==> src/rtl/systolic_nbody_pkg.sv <==
// Shared widths, schedule constants and the result-vector type for the 4-body force pass.
// Optional clamp-on-narrowing is selected with SYSTOLIC_ACC_SAT_EN.
package systolic_nbody_pkg;

    localparam int unsigned DATA_W       = 32;
    localparam int unsigned ACC_W        = DATA_W + 2;
    localparam int unsigned N_BODIES     = 4;
    localparam int unsigned EDGE_LOAD    = 2;
    localparam int unsigned EDGE_MID     = 3;
    localparam int unsigned EDGE_FINAL   = 4;
    localparam int unsigned EDGE_PUSH    = 5;
    localparam int unsigned CREDIT_DEPTH = 2;
    localparam int unsigned CREDIT_W     = 2;

    typedef struct packed {
        logic signed [DATA_W-1:0] a1;
        logic signed [DATA_W-1:0] a2;
        logic signed [DATA_W-1:0] a3;
        logic signed [DATA_W-1:0] a4;
    } acc_vec_t;

    // True when the wide sum does not fit a DATA_W signed word.
    function automatic logic acc_ovf(input logic [ACC_W-1:0] x);
        return !((&x[ACC_W-1:DATA_W-1]) || !(|x[ACC_W-1:DATA_W-1]));
    endfunction

    function automatic logic [DATA_W-1:0] acc_narrow(input logic [ACC_W-1:0] x);
`ifdef SYSTOLIC_ACC_SAT_EN
        if (acc_ovf(x)) begin
            return x[ACC_W-1] ? {1'b1, {(DATA_W-1){1'b0}}} : {1'b0, {(DATA_W-1){1'b1}}};
        end
`endif
        return x[DATA_W-1:0];
    endfunction

endpackage

==> src/rtl/acc_vec_fifo.sv <==
// Two-entry FIFO of acceleration vectors; the head entry is a register so it drives outputs directly.
module acc_vec_fifo
    import systolic_nbody_pkg::*;
(
    input  logic     clk,
    input  logic     rst_n,
    input  logic     push,
    input  acc_vec_t push_data,
    input  logic     pop,
    output acc_vec_t head,
    output logic     valid
);

    acc_vec_t ent0_q, ent0_d, ent1_q, ent1_d;
    logic     vld0_q, vld0_d, vld1_q, vld1_d;

    always_comb begin
        ent0_d = ent0_q;
        ent1_d = ent1_q;
        vld0_d = vld0_q;
        vld1_d = vld1_q;
        if (pop && vld0_q) begin
            ent0_d = ent1_q;
            vld0_d = vld1_q;
            vld1_d = 1'b0;
        end
        // Push lands in the first slot left free after any pop.
        if (push) begin
            if (!vld0_d) begin
                ent0_d = push_data;
                vld0_d = 1'b1;
            end else begin
                ent1_d = push_data;
                vld1_d = 1'b1;
            end
        end
    end

    always_ff @(posedge clk) begin
        if (!rst_n) begin
            ent0_q <= '0;
            ent1_q <= '0;
            vld0_q <= 1'b0;
            vld1_q <= 1'b0;
        end else begin
            ent0_q <= ent0_d;
            ent1_q <= ent1_d;
            vld0_q <= vld0_d;
            vld1_q <= vld1_d;
        end
    end

    assign head  = ent0_q;
    assign valid = vld0_q;

endmodule

==> src/rtl/systolic_2x2_force_accumulator.sv <==
// Folds systolic_2x2 right/down partials into per-body acceleration sums on a fixed token schedule.
// Define SYSTOLIC_ACC_SAT_EN to clamp on narrowing and enable the sticky sat_flag.
module systolic_2x2_force_accumulator
    import systolic_nbody_pkg::*;
(
    input  logic                     clk,
    input  logic                     rst_n,
    input  logic                     blk_start,
    output logic                     start_ready,
    input  logic signed [DATA_W-1:0] out_pr_0,
    input  logic signed [DATA_W-1:0] out_pr_1,
    input  logic signed [DATA_W-1:0] out_pd_0,
    input  logic signed [DATA_W-1:0] out_pd_1,
    output logic                     acc_valid,
    input  logic                     acc_ready,
    output logic signed [DATA_W-1:0] acc_1,
    output logic signed [DATA_W-1:0] acc_2,
    output logic signed [DATA_W-1:0] acc_3,
    output logic signed [DATA_W-1:0] acc_4,
    output logic                     sat_flag,
    output logic                     busy
);

    logic [EDGE_PUSH:1]       tok_q, tok_d;
    logic [CREDIT_W-1:0]      credits_q, credits_d;
    logic                     start_ready_q, start_ready_d;
    logic                     busy_q, busy_d;
    logic signed [ACC_W-1:0]  a1_q, a1_d, a2_q, a2_d, a3_q, a3_d, a4_q, a4_d;
    logic signed [ACC_W-1:0]  pr0_x, pr1_x, pd0_x, pd1_x, sum4;
    logic                     accept, push, pop, fifo_valid;
    acc_vec_t                 push_vec, head;

    assign pr0_x  = ACC_W'(out_pr_0);
    assign pr1_x  = ACC_W'(out_pr_1);
    assign pd0_x  = ACC_W'(out_pd_0);
    assign pd1_x  = ACC_W'(out_pd_1);
    assign accept = blk_start && start_ready_q;
    assign pop    = fifo_valid && acc_ready;

    // Schedule: stage k of a token acts at edge k after its accepted start.
    always_comb begin
        tok_d         = {tok_q[EDGE_PUSH-1:1], accept};
        a1_d          = a1_q;
        a2_d          = a2_q;
        a3_d          = a3_q;
        a4_d          = a4_q;
        credits_d     = credits_q;
        push          = tok_q[EDGE_PUSH];
        sum4          = a4_q + pr1_x;
        push_vec.a1   = acc_narrow(a1_q);
        push_vec.a2   = acc_narrow(a2_q);
        push_vec.a3   = acc_narrow(a3_q);
        push_vec.a4   = acc_narrow(sum4);

        if (tok_q[EDGE_LOAD]) begin
            a1_d = pr0_x;
        end
        if (tok_q[EDGE_MID]) begin
            a1_d = a1_q + pr0_x;
            a2_d = pr1_x;
            a3_d = pd0_x;
        end
        if (tok_q[EDGE_FINAL]) begin
            a2_d = a2_q + pr1_x;
            a3_d = a3_q + pr0_x;
            a4_d = pd1_x;
        end

        case ({accept, pop})
            2'b10:   credits_d = credits_q - CREDIT_W'(1);
            2'b01:   credits_d = credits_q + CREDIT_W'(1);
            default: credits_d = credits_q;
        endcase

        // Minimum start period of 3: block the two edges after any accepted start.
        start_ready_d = (credits_d != '0) && !accept && !tok_q[1];
        busy_d        = |tok_d;
    end

    always_ff @(posedge clk) begin
        if (!rst_n) begin
            tok_q         <= '0;
            credits_q     <= CREDIT_W'(CREDIT_DEPTH);
            start_ready_q <= 1'b1;
            busy_q        <= 1'b0;
            a1_q          <= '0;
            a2_q          <= '0;
            a3_q          <= '0;
            a4_q          <= '0;
        end else begin
            tok_q         <= tok_d;
            credits_q     <= credits_d;
            start_ready_q <= start_ready_d;
            busy_q        <= busy_d;
            a1_q          <= a1_d;
            a2_q          <= a2_d;
            a3_q          <= a3_d;
            a4_q          <= a4_d;
        end
    end

`ifdef SYSTOLIC_ACC_SAT_EN
    logic sat_q, sat_d;

    always_comb begin
        sat_d = sat_q | (push && (acc_ovf(a1_q) | acc_ovf(a2_q) | acc_ovf(a3_q) | acc_ovf(sum4)));
    end

    always_ff @(posedge clk) begin
        if (!rst_n) begin
            sat_q <= 1'b0;
        end else begin
            sat_q <= sat_d;
        end
    end

    assign sat_flag = sat_q;
`else
    assign sat_flag = 1'b0;
`endif

    acc_vec_fifo u_fifo (
        .clk       (clk),
        .rst_n     (rst_n),
        .push      (push),
        .push_data (push_vec),
        .pop       (pop),
        .head      (head),
        .valid     (fifo_valid)
    );

    assign start_ready = start_ready_q;
    assign busy        = busy_q;
    assign acc_valid   = fifo_valid;
    assign acc_1       = head.a1;
    assign acc_2       = head.a2;
    assign acc_3       = head.a3;
    assign acc_4       = head.a4;

endmodule

==> config.mk <==
export PLATFORM = sky130hd
export DESIGN_NAME = systolic_2x2_force_accumulator
export DESIGN_NICKNAME = d
export VERILOG_FILES = /design/src/rtl/systolic_nbody_pkg.sv /design/src/rtl/acc_vec_fifo.sv /design/src/rtl/systolic_2x2_force_accumulator.sv
export SDC_FILE = /design/constraint.sdc
export NUM_CORES = 1
export LEC_CHECK = 0
export CAP_MARGIN = 10
export CORE_MARGIN = 2
export CORE_UTILIZATION = 35
export CTS_CLUSTER_DIAMETER = 40
export DETAILED_ROUTE_END_ITERATION = 10
export PLACE_DENSITY_LB_ADDON = 0.25
export REMOVE_ABC_BUFFERS = 1
export SLEW_MARGIN = 10
export SYNTH_ARGS = -nofsm -noshare
export SYNTH_HDL_FRONTEND = slang
export SYNTH_SLANG_ARGS = --single-unit
==> constraint.sdc <==
create_clock -name clk -period 6.2 [get_ports clk]
set_input_delay 1.86 -clock clk [delete_from_list [all_inputs] [get_ports clk]]
set_output_delay 1.86 -clock clk [all_outputs]
set_load 0.02 [all_outputs]
==> tab_implementation.tex <==
\begin{tabular}{lr}
\hline
Metric & Value \\
\hline
\multicolumn{2}{l}{\textbf{Status}} \\
\quad Outcome & complete, no violations \\
\multicolumn{2}{l}{\textbf{Placement}} \\
\quad Post-detailed-placement cell area & $\sim$26000 µm² \\
\quad Input/output buffers & 262 \\
\quad HPWL after DPL & 47.5 mm \\
\quad Placed Instances & $\sim$3.7k \\
\quad Routability Congestion & 0.881 \\
\multicolumn{2}{l}{\textbf{Yosys}} \\
\quad Post-synth cell types & 78 \\
\quad Count of mapped cells out of synthesis & 2746 \\
\quad Number of synthesized flops with an enable pin & 0 \\
\quad Commonest cells in the synthesized netlist & sky130\_fd\_sc\_hd\_\_nand2\_1, sky130\_fd\_sc\_hd\_\_dfxtp\_1, sky130\_fd\_sc\_hd\_\_clkbuf\_1, sky130\_fd\_sc\_hd\_\_a21oi\_1, sky130\_fd\_sc\_hd\_\_nand3\_1 \\
\quad Top cells by area in the synthesized netlist & sky130\_fd\_sc\_hd\_\_dfxtp\_1, sky130\_fd\_sc\_hd\_\_nand2\_1, sky130\_fd\_sc\_hd\_\_ha\_1 \\
\quad Proportion of synthesized chip area in sequential cells & 0.349 \\
\quad Mean instance size in the synthesized netlist & 8.24 µm² \\
\quad Register bit total from synthesis & slightly below 400 \\
\quad FFs w/ async S/R, synth & 0 \\
\quad Dominant cell by count in the synthesized netlist & sky130\_fd\_sc\_hd\_\_nand2\_1 \\
\quad Most common flop cell mapped by yosys & sky130\_fd\_sc\_hd\_\_dfxtp\_1 \\
\quad Yosys top cell area share & 0.349 \\
\quad Summed instance area of the synthesized netlist & 22600 µm² \\
\quad Ys Warns & 0 \\
\quad Yosys top cell by area & sky130\_fd\_sc\_hd\_\_dfxtp\_1 \\
\multicolumn{2}{l}{\textbf{Global route}} \\
\quad Initial antenna violation count & 0 \\
\quad Overall fraction of global-route tracks in use & 0.203 \\
\quad Number of global-route vias before repair & 20.1k \\
\quad Global route overflow & 0 \\
\quad Wire length of the first global-routing pass & between 100 and 150 mm \\
\quad Maximum number of pins on one net before global-route repair & 167 \\
\multicolumn{2}{l}{\textbf{Drt}} \\
\quad Number of remaining DRC errors & 0 \\
\quad Count of TritonRoute iterations in the first routing pass & 5 \\
\quad Post-route ant nets & 0 \\
\quad Final routed wirelength across all metal layers & 69.6 mm \\
\quad Iteration-0 DRC Markers & 1342 \\
\quad Vias post-DR & 20.6k \\
\quad Final routed wire length divided by cell count & 18.1 µm \\
\quad Average vias per placed instance & $\sim$5.4 \\
\multicolumn{2}{l}{\textbf{Clock network}} \\
\quad Clock Sink Count & 395 \\
\quad Num CTS Buffers & 73 \\
\quad Number of buffers inserted by hold repair at cts & 0 \\
\quad Clock latency on the worst-skew pair & approximately 0.6 ns \\
\quad Clock tree from TritonCTS & yes \\
\quad Root buffer cell & sky130\_fd\_sc\_hd\_\_clkbuf\_16 \\
\quad Number of buffers inserted by post-CTS setup repair & 0 \\
\quad Gates resized, CTS repair & 0 \\
\quad Maximum number of buffers from clock root to sink & 3 \\
\quad Clock edge transition at the registers on the reported setup and hold paths & 0.06 ns \\
\quad Count of H-tree levels built during CTS & 3 \\
\multicolumn{2}{l}{\textbf{STA}} \\
\quad Post-route minimum period & $\sim$5.0 ns \\
\quad RSZ-0062 raised after global routing & false \\
\quad Final critical-path share of the clock period & 0.802 \\
\quad Slew Viols, Final & 0 \\
\quad Transition time of the tightest slew-check pin & 1.16 ns \\
\quad Count of endpoints failing setup in the final report & 0 \\
\quad Maximum clock frequency & 0.201 GHz \\
\quad Worst Skew & between 0.02 and 0.03 ns \\
\quad Final TNS setup & 0 ns \\
\quad Slew Limit Headroom & 0.228 \\
\quad Final hold violation count & 0 \\
\multicolumn{2}{l}{\textbf{Layout}} \\
\quad Final Instance Count excl. Fillers & between 3k and 4k \\
\quad Synth-to-layout area growth & 25.8\% \\
\quad Fraction of layout cells with a size suffix above 1 & 0.0757 \\
\quad Number of diodes & 0 \\
\quad Share of the core filled with cells & 0.443 \\
\quad Fin nets & 3187 \\
\quad Cell area after layout & around 28000 µm² \\
\multicolumn{2}{l}{\textbf{Power and ir drop}} \\
\quad Clock network power share & 0.544 \\
\quad Power Dens Cells & 264 nW/µm² \\
\quad Fraction of power spent switching nets & 0.257 \\
\quad Pwr Total & 7530 µW \\
\quad Power share of the sequential group & 0.352 \\
\quad Leakage component of the power & around 0.012 µW \\
\quad Pint & approximately 5600 µW \\
\quad Part of the power in combinational logic & 0.104 \\
\quad Net switching power figure & 1930 µW \\
\quad Peak VDD IR & roughly 0.17 mV \\
\multicolumn{2}{l}{\textbf{Critical path}} \\
\quad Critical path startpoint category & primary input \\
\quad Required @ worst endpoint & 6.68 ns \\
\quad Count of cells along the worst register-to-register path & 11 \\
\quad Endpoint kind of the worst setup timing path & register \\
\quad Crit path max fanout & 3 \\
\quad Critical path class & primary input to register \\
\quad Worst endpoint data arrival time & 5.45 ns \\
\multicolumn{2}{l}{\textbf{Floorplanning}} \\
\quad Std-Cell Core Area & 64200 µm² \\
\quad Horizontal die dimension & 258 µm \\
\quad Y dimension of the die & between 200 and 300 µm \\
\quad Standard-cell rows & 93 \\
\quad Die outline area & around 67000 µm² \\
\quad Starting Density & 0.352 \\
\quad Total I/O pin count & 264 \\
\multicolumn{2}{l}{\textbf{Flow run}} \\
\quad Number of violations of the max-capacitance limit & 0 \\
\multicolumn{2}{l}{\textbf{Hold path}} \\
\quad Hold crit path type & register to register \\
\quad Number of instances on the worst hold path & 2 \\
\hline
\end{tabular}
[flip-flops by register name (all words and copies together), names as in the netlist]
signal,cells
a4_q,32
u_fifo.vld1_q,1
u_fifo.head,128
a3_q,32
a2_q,32
start_ready,1
credits_q,2
u_fifo.valid,1
tok_q,5
a1_q,32
busy,1
u_fifo.ent1_q,128
[per-stage QoR]
step	hold slack, ns	setup WS (ns)
2_1_floorplan	0.433	-1.30
3_3_place_gp	0.441	0.755
3_5_place_dp	0.446	0.630
4_1_cts	0.453	1.28
5_1_grt	0.481	1.08
6_report	0.450	1.23
[power by group through the flow]
stage | registers (µW) | clock network, µW | logic, µW
2_1_floorplan | 2700 | 0 | 463
3_3_place_gp | 2700 | 0 | 756
3_5_place_dp | 2700 | 0 | 773
4_1_cts | 2650 | 4180 | 780
5_1_grt | 2650 | 4310 | 856
6_report | 2650 | 4100 | 783
[kinds of logic (layout without fill, tap and decap cells)]
logic type	Yosys count	after routing	synth area share
compound gates	728	728	0.233
fa+ha+maj	129	129	0.0726
other cells	1	1	0.000166
mux	138	138	0.0631
simple gates	1035	1035	0.204
flops	395	395	0.349
xor+xnor	108	108	0.0418
buf+inv	212	453	0.0358
[final timing paths]
kind | endpoint | slack, ns | start
setup / recovery | u_fifo.ent1_q[30]$_SDFFE_PN0P_ | 1.23 | out_pr_1[0]
hold / removal | u_fifo.ent1_q[23]$_SDFFE_PN0P_ | 0.45 | u_fifo.ent1_q[23]$_SDFFE_PN0P_
setup reg to reg | u_fifo.ent1_q[30]$_SDFFE_PN0P_ | 2.74 | a4_q[0]$_SDFFE_PN0P_
hold reg to reg | u_fifo.ent1_q[23]$_SDFFE_PN0P_ | 0.45 | u_fifo.ent1_q[23]$_SDFFE_PN0P_
[layout make-up]
| class | count | area (µm²) |
|---|---|---|
| Timing Repair Buffer | 285 | 2860 |
| Tap cell | 855 | 1070 |
| Clock inverter | 50 | 578 |
| Multi-Input combinational cell | 2139 | 13900 |
| Fill cell | 6275 | 35800 |
| Sequential cell | 395 | 7920 |
| Inverter | 32 | 123 |
| Clock buffer | 86 | 1980 |
[worst max-delay path, stage by stage]
cell	delay, ns
sky130_fd_sc_hd__clkdlybuf4s50_1	0.49
sky130_fd_sc_hd__ha_1	0.29
sky130_fd_sc_hd__fa_1	0.45
sky130_fd_sc_hd__a211oi_1	0.49
sky130_fd_sc_hd__or3_4	0.25
sky130_fd_sc_hd__a31oi_4	0.10
sky130_fd_sc_hd__o21ai_1	0.21
sky130_fd_sc_hd__a21oi_1	0.18
sky130_fd_sc_hd__o31ai_1	0.39
sky130_fd_sc_hd__a21oi_1	0.19
sky130_fd_sc_hd__and4b_1	0.24
sky130_fd_sc_hd__a311o_1	0.32
[cells in the final DEF, fill, tap and decap left out, types with 70 or more instances in the layout]
cell / count
sky130_fd_sc_hd__nor2b_1: 70
sky130_fd_sc_hd__o211a_1: 127
sky130_fd_sc_hd__ha_1: 125
sky130_fd_sc_hd__dfxtp_1: 392
sky130_fd_sc_hd__o21ai_0: 90
sky130_fd_sc_hd__clkbuf_16: 74
sky130_fd_sc_hd__a21boi_0: 112
sky130_fd_sc_hd__nor2_1: 117
sky130_fd_sc_hd__mux2i_1: 101
sky130_fd_sc_hd__nand3_1: 144
sky130_fd_sc_hd__clkdlybuf4s50_1: 261
sky130_fd_sc_hd__a21oi_1: 157
sky130_fd_sc_hd__nand2_1: 569
[routing by layer]
metal  GRT usage  up-vias  part of all wire
li1            -    10100                 -
met1       0.262     9788              0.45
met2       0.341      572              0.47
met3      0.0376      111             0.060
met4      0.0686        0             0.023
met5           0        -                 0
(Power assumes the default switching activity.)
